## config.mk

```make
export PLATFORM = sky130hd
export DESIGN_NAME = load_down_timer
export DESIGN_NICKNAME = d
export VERILOG_FILES = /design/src/rtl/timer_pkg.sv /design/src/rtl/load_down_timer.sv
export SDC_FILE = /design/constraint.sdc
export NUM_CORES = 1
export LEC_CHECK = 0
export CORE_MARGIN = 1.5
export CORE_UTILIZATION = 25
export CTS_BUF_LIST = sky130_fd_sc_hd__clkbuf_8 sky130_fd_sc_hd__clkbuf_16
export DETAILED_ROUTE_END_ITERATION = 12
export SYNTH_ARGS = -nofsm -noshare
export SYNTH_HDL_FRONTEND = slang
export SYNTH_SLANG_ARGS = --single-unit
```

## constraint.sdc

```tcl
create_clock -name clk -period 1.89 [get_ports clk]
set_input_delay 0.189 -clock clk [delete_from_list [all_inputs] [get_ports clk]]
set_output_delay 0.189 -clock clk [all_outputs]
set_load 0.005 [all_outputs]
```

## src/rtl/timer_pkg.sv

```systemverilog
// Shared types and constants for the timer blocks in the sequential library.
package timer_pkg;

  typedef enum logic {
    IDLE = 1'b0,
    RUN  = 1'b1
  } timer_state_t;

  localparam int DEFAULT_TIMER_WIDTH = 8;

endpackage

```

## src/rtl/load_down_timer.sv

```systemverilog
// Loadable down-counting timer: a valid/ready load, one-shot or auto-reload
// mode, and a registered one-cycle terminal-count pulse.
module load_down_timer
  import timer_pkg::*;
#(
  parameter int WIDTH = DEFAULT_TIMER_WIDTH
) (
  input  logic             clk,
  input  logic             rst_n,
  input  logic             load_valid,
  output logic             load_ready,
  input  logic [WIDTH-1:0] load_data,
  input  logic             reload_en,
  input  logic             enable,
  input  logic             abort,
  output logic [WIDTH-1:0] count,
  output logic             busy,
  output logic             tc_pulse
);

  localparam logic [WIDTH-1:0] ONE  = WIDTH'(1);
  localparam logic [WIDTH-1:0] ZERO = '0;

  timer_state_t     state;
  logic [WIDTH-1:0] period_reg;
  logic             mode_reg;

  assign busy       = (state == RUN);
  assign load_ready = (state == IDLE);

  // NOTE: all state here is updated with non-blocking assignments so every
  // register samples the pre-edge values of the others; blocking '=' would
  // make the result depend on statement order.
  always_ff @(posedge clk or negedge rst_n) begin
    if (!rst_n) begin
      state      <= IDLE;
      count      <= ZERO;
      period_reg <= ZERO;
      mode_reg   <= 1'b0;
      tc_pulse   <= 1'b0;
    end else begin
      tc_pulse <= 1'b0;
      if (abort) begin
        state <= IDLE;
        count <= ZERO;
      end else begin
        unique case (state)
          IDLE: begin
            if (load_valid) begin
              count      <= load_data;
              period_reg <= load_data;
              mode_reg   <= reload_en;
              if (load_data != ZERO) state <= RUN;
            end
          end
          RUN: begin
            if (enable) begin
              if (count == ONE) begin
                tc_pulse <= 1'b1;
                if (mode_reg) begin
                  count <= period_reg;
                end else begin
                  count <= ZERO;
                  state <= IDLE;
                end
              end else if (count > ONE) begin
                // Guarded so a stray zero count in RUN holds instead of wrapping.
                count <= count - ONE;
              end
            end
          end
          default: state <= IDLE;
        endcase
      end
    end
  end

endmodule

```

==> flow_metrics.py, run 1 <==
metrics = {
    "run_status": {
        "outcome": "finished clean",
    },
    "route": {
        "routed_wl_mm": 3.397,
        "vias": 1122,
        "dr.first_iter.drc_count": 37,
        "wire_per_inst_um": 16.33,
        "met2_length_mm": 1.635,
        "viasPerCell": 5.394,
        "met3_length_um": 190,
        "top_layer": "met4",
        "first_pass_iters": 4,
        "antenna_left": 0,
        "m1WireLength_mm": 1.478,
        "drc": 0,
    },
    "synth": {
        "synth_area_leaders": "dfrtp_1, mux2_2, nor4_1",
        "async_flop_share_pct": 100.0,
        "synth_cell_type_count": 43,
        "synth-edff-count": 0,
        "ys_warn_count": 0,
        "dominantRegCellSynth": "dfrtp_1",
        "syn_area_um2": 1139,
        "synth-seq-cells": 19,
        "synth_nets": 129,
        "syn_inst": 113,
        "synth_top_area_share_pct": 41.76,
        "synth_top_cell_by_area": "dfrtp_1",
        "avgSynthCellArea_um2": 10.08,
        "ys_seq_area_share_pct": 41.76,
    },
    "sta": {
        "slew_headroom_pct": 70.83,
        "finalClockSkew_ns": 0.006059,
        "tightestPinTransition_ns": 0.4342,
        "finalCriticalPeriod_ns": 1.887,
        "finalSetupViolCount": 0,
        "period_share_pct": 99.85,
        "rsz0062_at_grt": "yes",
        "max_freq_ghz": 0.5299,
        "finalHoldViolations": 0,
        "drv_slew": 0,
    },
    "min_path": {
        "min_path_type": "in -> async",
    },
    "global_routing": {
        "overflow": 0,
        "globalRouteTotalUtil_pct": 14.54,
        "grt_pass1_vias": 1178,
        "antenna_found_initial": 0,
        "grt_start_max_net_pins": 20,
        "grt_pass1_wl_mm": 5.809,
    },
    "layout": {
        "post-route-util_pct": 38.07,
        "drive_gt1_share_pct": 29.49,
        "syn_to_final_growth_pct": 45.60,
        "layout_common_cells": "clkdlybuf4s50_1, buf_4, dfrtp_1",
        "final_nets": 173,
        "diodes": 0,
        "final_common_cell": "clkdlybuf4s50_1",
        "fillers": 422,
    },
    "worst_setup_path": {
        "reg2reg_to": "count[1]$_DFFE_PN0P_",
        "startpoint": "count[1]$_DFFE_PN0P_",
        "crit_chain": "inv_1 > ha_2 > or4b_4 > nor4_4 > buf_4 > or2_4 > a22o_1",
        "reg2reg_depth": 7,
        "cp-start-kind": "register",
        "arrival_ns": 2.09,
        "worstSetupPathType": "reg -> reg",
        "r2r-start": "count[1]$_DFFE_PN0P_",
        "path_buf_inv": 2,
        "rrSetupSlack_ns": 0.003,
        "crit_path_end_kind": "register",
        "crit_fanout": 6,
        "worstPathRequired_ns": 2.09,
        "worst_path_max_delay_cell": "or4b_4",
        "path_delay_family": "simple AND/OR/NAND/NOR gates",
        "slowest_delay_ns": 0.48,
    },
    "placed_design": {
        "hpwl_mm": 2.440,
        "portBuffers": 24,
        "gp_congestion": 0.9102,
    },
    "power": {
        "vdd_drop_max_uv": 332.7,
        "total_power_w": 0.001354,
        "leakagePower_nw": 0.6641,
        "powerDensity_nw_per_um2": 816.7,
    },
    "die": {
        "core_area_um2": 4354,
        "die_area_um2": 4968,
        "die_height_um": 70.49,
        "start_util_pct": 26.15,
        "io_pins": 25,
        "die_x_um": 70.49,
        "rows": 24,
    },
    "run": {
        "maxCapViolCount": 0,
    },
    "clocking": {
        "clock_latency_ns": 0.26,
        "cts_hold_buf": 0,
        "clockBufferDepth": 2,
        "clockRootBuffer": "clkbuf_8",
        "h-tree-depth": 1,
        "numCtsBuffers": 3,
        "cts_tree": "yes",
        "clk_pin_slew_ns": 0.08,
        "cts_sinks": 19,
    },
}
[metrics by stage]
step / setup WS, ns / cells / hold slack (ns) / instance area, µm² / setup TNS (ns)
global placement: -0.08021 / 201 / 0.4904 / 1554 / -0.3965
CTS: -0.04729 / 208 / 0.2611 / 1654 / -0.3218
global route: -0.09557 / 208 / 0.3018 / 1658 / -0.5921
detailed placement: -0.1587 / 201 / 0.4963 / 1554 / -0.9100
floorplan: 0.006639 / 113 / -0.1066 / 1144 / 0
finish: 0.002859 / 208 / 0.2544 / 1658 / 0
[Yosys cell counts, types with 2 or more instances]
library cell and instances:
nor4_1 6, inv_1 5, nand3_1 2, clkbuf_1 3
a211oi_1 2, nor2b_1 3, nand2_1 4, o21ai_0 5
xnor2_1 2, a22o_1 2, nand4_1 5, mux2_2 7
or4_1 2, nor3_1 2, a21oi_1 2, dfrtp_1 19
o211ai_1 5, a32o_1 3, nor3b_1 2, buf_2 2
nor2_1 5, or2_2 3, ha_1 2
[timing repair]
action                                  4_1_cts  5_1_grt
pin swaps                                    11        5
endpoints found under the setup margin        7        8
gates resized for setup                       8        1
setup buffers                                 3        0
[area by class of cell]
cell class                      instances  area, µm²  share of cell area (%)
Clock inverter                          1      3.754                  0.2264
Multi-Input combinational cell         82      648.1                   39.09
Clock buffer                            3      41.29                   2.491
Sequential cell                        19      475.5                   28.68
Inverter                                5      18.77                   1.132
Timing Repair Buffer                   46      405.4                   24.45
Tap cell                               52      65.06                   3.925
[worst reg2reg max path, cell delays in order, from the launching register on]
cell	delay, ns
dfrtp_1	0.39
inv_1	0.09
ha_2	0.18
or4b_4	0.48
nor4_4	0.21
buf_4	0.18
or2_4	0.15
a22o_1	0.15
[kinds of logic after synthesis]
logic type | synth area share, %
adders and majority gates | 2.197
and+or+nand+nor | 25.06
muxes | 7.803
buffers and inverters | 4.835
xor gates and xnor gates | 1.539
AOI/OAI and AO/OA | 16.81
DFF | 41.76
[power breakdown]
| group | switching [W] | internal, W | total [W] |
|---|---|---|---|
| clock network | 0.000145 | 0.000145 | 0.000289 |
| registers | 0.0000559 | 0.000468 | 0.000523 |
| logic | 0.000246 | 0.000295 | 0.000541 |
| total | 0.000446 | 0.000908 | 0.00135 |
[per-layer routing]
metal | global-route usage, % | vias up
met5 | 0 | -
met4 | 7.906 | 0
met3 | 1.587 | 10
met2 | 24.00 | 50
met1 | 18.43 | 537
li1 | - | 525
[worst max path at each step]
stage	endpoint	slack, ns	cells past startpoint
floorplan	count[4]$_DFFE_PN0P_	0.007	6
global placement	count[6]$_DFFE_PN0P_	-0.08	5
detailed placement	count[6]$_DFFE_PN0P_	-0.16	5
CTS	count[0]$_DFFE_PN0P_	-0.05	7
global route	count[1]$_DFFE_PN0P_	-0.1	7
finish	count[1]$_DFFE_PN0P_	0.003	7
Power figures use the tool's default switching activity.
==> run 2, diff against run 1 <==
- ABC_AREA: default -> 1
==> run 2 against run 1 <==
Against the previous run:
- final cell count is 25% higher
- first-iteration DRC count is 97% higher
- final area decreased by 5.9%
- critical path depth is 3 higher
- routed wire length is 15% lower
- combinational power shrank 30%
- non-clock buffer count decreased by 17
- core utilization fell by 4.8 points
- synthesized cell count increased by 58%
- clock power about the same
- critical path type unchanged
- critical endpoint is now count[3]$_DFFE_PN0P_
==> flow_metrics.py, run 2 <==
metrics = {
    "power": {
        "p_int_w": 0.0007870,
        "combinationalPowerShare_pct": 31.5,
        "total_power_w": 0.001194,
        "seq_power_share_pct": 44.3,
        "leakagePower_nw": 0.7861,
        "p_clk_share_pct": 24.2,
        "vdd_drop_max_uv": 267.3,
        "sw_frac_of_total_pct": 34.08,
        "powerDensity_nw_per_um2": 765.2,
        "p_switching_w": 0.0004068,
    },
    "worst_setup_path": {
        "r2r-start": "count[1]$_DFFE_PN0P_",
        "worstSetupPathType": "reg -> reg",
        "arrival_ns": 1.74,
        "crit_path_end_kind": "register",
        "worstPathRequired_ns": 2.04,
        "crit_fanout": 7,
        "startpoint": "count[1]$_DFFE_PN0P_",
        "cp-start-kind": "register",
    },
    "synth": {
        "synth_compound_area_share_pct": 10.04,
        "synth_common_cells": "nand2_1, inv_1, dfrtp_1",
        "synth_mux_area_share_pct": 0.9317,
        "async_flop_share_pct": 100.0,
        "synth-seq-cells": 19,
        "synth_top_family_by_area": "simple AND/OR/NAND/NOR gates",
        "syn_inst": 178,
        "synth_nets": 194,
        "synth-edff-count": 0,
        "synth_most_common_cell": "nand2_1",
        "syn_area_um2": 1209,
        "yosys.area_share.adder_pct": 2.070,
        "synth_cell_type_count": 23,
        "avgSynthCellArea_um2": 6.790,
        "synth_top_cell_by_area": "dfrtp_1",
        "synth_top_area_share_pct": 39.34,
        "dominantRegCellSynth": "dfrtp_1",
        "ys_seq_area_share_pct": 39.34,
        "synth_area_leaders": "dfrtp_1, nand2_1, inv_1",
        "ys_warn_count": 0,
        "synthXorXnorAreaFrac_pct": 0.7246,
        "yosys.area_share.simple_pct": 35.92,
    },
    "layout": {
        "final_cell_count_no_fill": 259,
        "diodes": 0,
        "final_common_cell": "nand2_1",
        "final_nets": 222,
        "post-route-util_pct": 33.25,
        "drive_gt1_share_pct": 9.268,
        "syn_to_final_growth_pct": 29.09,
        "layout_common_cells": "nand2_1, clkdlybuf4s50_1, inv_1",
    },
    "min_path": {
        "min_path_type": "in -> async",
    },
    "die": {
        "rows": 25,
        "start_util_pct": 25.76,
        "io_pins": 25,
        "die_x_um": 72.53,
        "die_height_um": 72.53,
        "core_area_um2": 4692,
        "die_area_um2": 5261,
    },
    "sta": {
        "finalCriticalPeriod_ns": 1.590,
        "fin_ws_ns": 0.2997,
        "fin_tns_setup_ns": 0,
        "finalHoldViolations": 0,
        "finalSetupViolCount": 0,
        "finalClockSkew_ns": 0.002678,
        "tightestPinTransition_ns": 0.3186,
        "slew_headroom_pct": 78.68,
        "period_share_pct": 84.14,
        "max_freq_ghz": 0.6288,
        "rsz0062_at_grt": "no",
        "drv_slew": 0,
    },
    "clocking": {
        "cts_tree": "yes",
        "h-tree-depth": 1,
        "cts_hold_buf": 0,
        "clk_pin_slew_ns": 0.07,
        "clockBufferDepth": 2,
        "cts_sinks": 19,
        "clockRootBuffer": "clkbuf_8",
        "cts_resized": 0,
        "post-cts-setup-buffers": 0,
        "clock_latency_ns": 0.26,
        "numCtsBuffers": 3,
    },
    "global_routing": {
        "antenna_found_initial": 0,
        "grt_start_max_net_pins": 20,
        "globalRouteTotalUtil_pct": 12.10,
        "overflow": 0,
        "grt_pass1_vias": 1084,
        "grt_pass1_wl_mm": 5.016,
    },
    "route": {
        "dr.first_iter.drc_count": 73,
        "antenna_left": 0,
        "viasPerCell": 4.297,
        "wire_per_inst_um": 11.12,
        "first_pass_iters": 4,
        "drc": 0,
        "routed_wl_mm": 2.880,
        "vias": 1113,
    },
    "placed_design": {
        "gp_congestion": 0.8508,
        "placedCellCount": 255,
        "dp_slack_ns": 0.3179,
        "hpwl_mm": 2.197,
        "portBuffers": 24,
    },
    "run": {
        "maxCapViolCount": 0,
    },
    "run_status": {
        "outcome": "finished clean",
    },
}
run 2: cell types whose count changed after synthesis, moves of 7 or more:
cell	change
nand2_1	+64
a21oi_1	+7
nand3_1	+13
inv_1	+16
o21ai_0	+7
run 2: final cells by class:
class / instances / area, µm²
clock buffer: 3 / 41.29
tap: 54 / 67.56
fill: 518 / 3132
timing repair buffer: 29 / 277.8
inverter: 24 / 92.59
clock inverter: 1 / 5.005
sequential: 19 / 475.5
multi-input combinational: 129 / 600.6
run 2: logic make-up after synthesis:
logic type,after synthesis
buffers and inverters,30
XOR/XNOR,1
flip-flops,19
multiplexers,1
adder cells (fa/ha/maj),2
AO/OA/AOI/OAI,23
AND/OR/NAND/NOR,102
run 2: worst max-delay path: stages (launching register included):
cell and delay (ns):
dfrtp_1 0.41, inv_1 0.10, ha_1 0.16, nand2_1 0.07, nor2_2 0.20, buf_4 0.20, inv_4 0.06, nand3b_1 0.10
nand2_1 0.06, nand3_1 0.08, nand2_1 0.05
run 2: worst paths after layout:
path	to	slack [ns]	depth (start not counted)
min in group clk	period_reg[3]$_DFFE_PN0P_	0.49	2
max in group asynchronous	count[6]$_DFFE_PN0P_	1.42	2
hold reg to reg	period_reg[3]$_DFFE_PN0P_	0.49	2
hold / removal	period_reg[1]$_DFFE_PN0P_	0.26	2
setup reg to reg	count[3]$_DFFE_PN0P_	0.30	10
setup / recovery	count[3]$_DFFE_PN0P_	0.30	10
run 2: power groups by stage:
| stage | combinational (W) | clock [W] | sequential, W |
|---|---|---|---|
| after floorplan | 0.000248 | 0 | 0.000515 |
| after global placement | 0.000377 | 0 | 0.000534 |
| after detailed placement | 0.000377 | 0 | 0.000537 |
| after CTS | 0.000380 | 0.000304 | 0.000529 |
| after global routing | 0.000435 | 0.000315 | 0.000541 |
| final | 0.000376 | 0.000289 | 0.000529 |
run 2: stage by stage:
step           area [µm²]  hold WS, ns
2_1_floorplan        1209      -0.1066
3_3_place_gp         1514       0.4701
3_5_place_dp         1514       0.4742
4_1_cts              1560       0.2704
5_1_grt              1560       0.2960
6_report             1560       0.2596
run 2: routing by layer:
layer / wire [µm] / track usage [%] / vias to the layer above
li1: - / - / 607
met1: 1503 / 17.07 / 486
met2: 1269 / 18.55 / 18
met3: 88 / 2.083 / 2
met4: 19 / 4.403 / 0
met5: 0 / 0 / -
==> run 3, diff against run 2 <==
- clock period: 1.89 -> 1.67 ns (I/O delays scaled with it)
==> run 3 against run 2 <==
Against the previous run:
- largest cell class unchanged
- clock skew about the same
- largest power group unchanged
- fmax increased by 5.9%
- sequential share of layout area decreased by 0.67 points
- sequential power increased by 11%
- first-iteration DRC count decreased by 23%
- final cell count increased by 1.5%
- worst setup slack got worse by 0.13 ns
- routed wire length increased by 2.3%
==> flow_metrics.py, run 3 (same netlist as run 2, synthesis figures left out) <==
metrics = {
    "run_status": {
        "outcome": "finished clean",
    },
    "placed_design": {
        "placedCellCount": 259,
        "portBuffers": 24,
        "place_area_um2": 1544,
        "gp_congestion": 0.8408,
        "hpwl_mm": 2.325,
    },
    "die": {
        "core_area_um2": 4692,
        "rows": 25,
        "io_pins": 25,
        "die_height_um": 72.53,
        "die_area_um2": 5261,
        "start_util_pct": 25.76,
        "die_x_um": 72.53,
    },
    "sta": {
        "slew_headroom_pct": 79.35,
        "finalSetupViolCount": 0,
        "finalCriticalPeriod_ns": 1.502,
        "tightestPinTransition_ns": 0.3086,
        "period_share_pct": 89.94,
        "finalHoldViolations": 0,
        "fin_tns_setup_ns": 0,
        "drv_slew": 0,
        "max_freq_ghz": 0.6658,
        "finalClockSkew_ns": 0.002828,
    },
    "layout": {
        "layout_common_cells": "nand2_1, clkdlybuf4s50_1, inv_1",
        "postLayoutCellArea_um2": 1595,
        "syn_to_final_growth_pct": 31.99,
        "fillers": 519,
        "diodes": 0,
        "multi_input_area_um2": 603.1,
        "regArea_um2": 475.5,
        "drive_gt1_share_pct": 11.48,
        "final_nets": 226,
        "final_common_cell": "nand2_1",
        "final_cell_count_no_fill": 263,
    },
    "global_routing": {
        "overflow": 0,
        "grt_start_max_net_pins": 20,
        "globalRouteTotalUtil_pct": 12.96,
        "grt_pass1_vias": 1155,
        "antenna_found_initial": 0,
        "grt_pass1_wl_mm": 5.299,
    },
    "power": {
        "vdd_drop_max_uv": 284.4,
        "total_power_w": 0.001369,
        "leakagePower_nw": 0.8087,
        "powerDensity_nw_per_um2": 858.3,
    },
    "run": {
        "maxCapViolCount": 0,
    },
    "route": {
        "wire_per_inst_um": 11.21,
        "drc": 0,
        "viasPerCell": 4.498,
        "routed_wl_mm": 2.947,
        "vias": 1183,
        "dr.first_iter.drc_count": 56,
        "first_pass_iters": 4,
        "antenna_left": 0,
    },
    "worst_setup_path": {
        "arrival_ns": 1.66,
        "crit_fanout": 10,
        "cp-start-kind": "register",
        "reg2reg_to": "count[5]$_DFFE_PN0P_",
        "worstSetupPathType": "reg -> reg",
        "crit_path_end_kind": "register",
        "worstPathRequired_ns": 1.82,
        "rrSetupSlack_ns": 0.17,
        "reg2reg_depth": 9,
        "r2r-start": "count[0]$_DFFE_PN0P_",
    },
    "clocking": {
        "cts_tree": "yes",
        "numCtsBuffers": 3,
        "clk_pin_slew_ns": 0.07,
        "clockRootBuffer": "clkbuf_8",
        "clockBufferDepth": 2,
        "post-cts-setup-buffers": 0,
        "clock_latency_ns": 0.26,
        "cts_sinks": 19,
        "h-tree-depth": 1,
    },
    "min_path": {
        "min_path_type": "in -> async",
    },
}
run 3: cell count changes in the layout (fill, tap and decap cells not counted):
cell,change
buf_4,+3
buf_6,+1
clkinv_2,-1
inv_2,+1
nand2_1,-1
nand2_2,+1
run 3: how the worst max path moves through the flow:
| stage | start | endpoint | slack (ns) | depth (start not counted) |
|---|---|---|---|---|
| after floorplan | count[0]$_DFFE_PN0P_ | count[5]$_DFFE_PN0P_ | 0.29 | 9 |
| after global placement | count[0]$_DFFE_PN0P_ | count[5]$_DFFE_PN0P_ | 0.10 | 9 |
| after detailed placement | count[0]$_DFFE_PN0P_ | count[5]$_DFFE_PN0P_ | 0.11 | 9 |
| after CTS | count[0]$_DFFE_PN0P_ | count[5]$_DFFE_PN0P_ | 0.09 | 9 |
| after global routing | count[1]$_DFFE_PN0P_ | count[0]$_DFFE_PN0P_ | -0.002 | 10 |
| final | count[0]$_DFFE_PN0P_ | count[5]$_DFFE_PN0P_ | 0.17 | 9 |
run 3: through the flow:
| step | setup WS (ns) | hold slack [ns] | util [%] |
|---|---|---|---|
| floorplan | 0.2877 | -0.1286 | - |
| global placement | 0.1021 | 0.4715 | 32.91 |
| detailed placement | 0.1093 | 0.4781 | 32.91 |
| CTS | 0.08846 | 0.2508 | 33.87 |
| global route | -0.002407 | 0.2650 | 34.00 |
| finish | 0.1679 | 0.2382 | 34.00 |
run 3: timing repair:
action                                  CTS  global route
endpoints found under the setup margin    0             8
hold buffers                              0             0
resized for setup                         0             3
run 3: layer usage:
metal	global-route usage, %	share of wire (%)
met4	6.709	2.1
met1	18.03	50
met5	0	0
met3	2.222	4.4
met2	19.16	44
run 3: worst max-delay path, stage by stage, from the launching register on:
cell	delay (ns)
dfrtp_1	0.41
inv_2	0.10
ha_1	0.20
nand2_1	0.11
o21ai_2	0.18
nand3_4	0.15
nand2_1	0.10
inv_1	0.04
nand2_1	0.07
nand2_1	0.05
run 3: layout make-up:
| cell class | instances | share of cell area, % |
|---|---|---|
| clock inverters | 1 | 0.2353 |
| well taps | 54 | 4.235 |
| repair buffers | 33 | 19.53 |
| inverters | 24 | 5.804 |
| flip-flops and latches | 19 | 29.80 |
| clock buffers | 3 | 2.588 |
| multi-input cells | 129 | 37.80 |
run 3: where the power goes:
group,switching [W],internal [W],total (W)
registers,0.0000633,0.000525,0.000589
clock network,0.000155,0.000164,0.000319
logic,0.000245,0.000216,0.000461
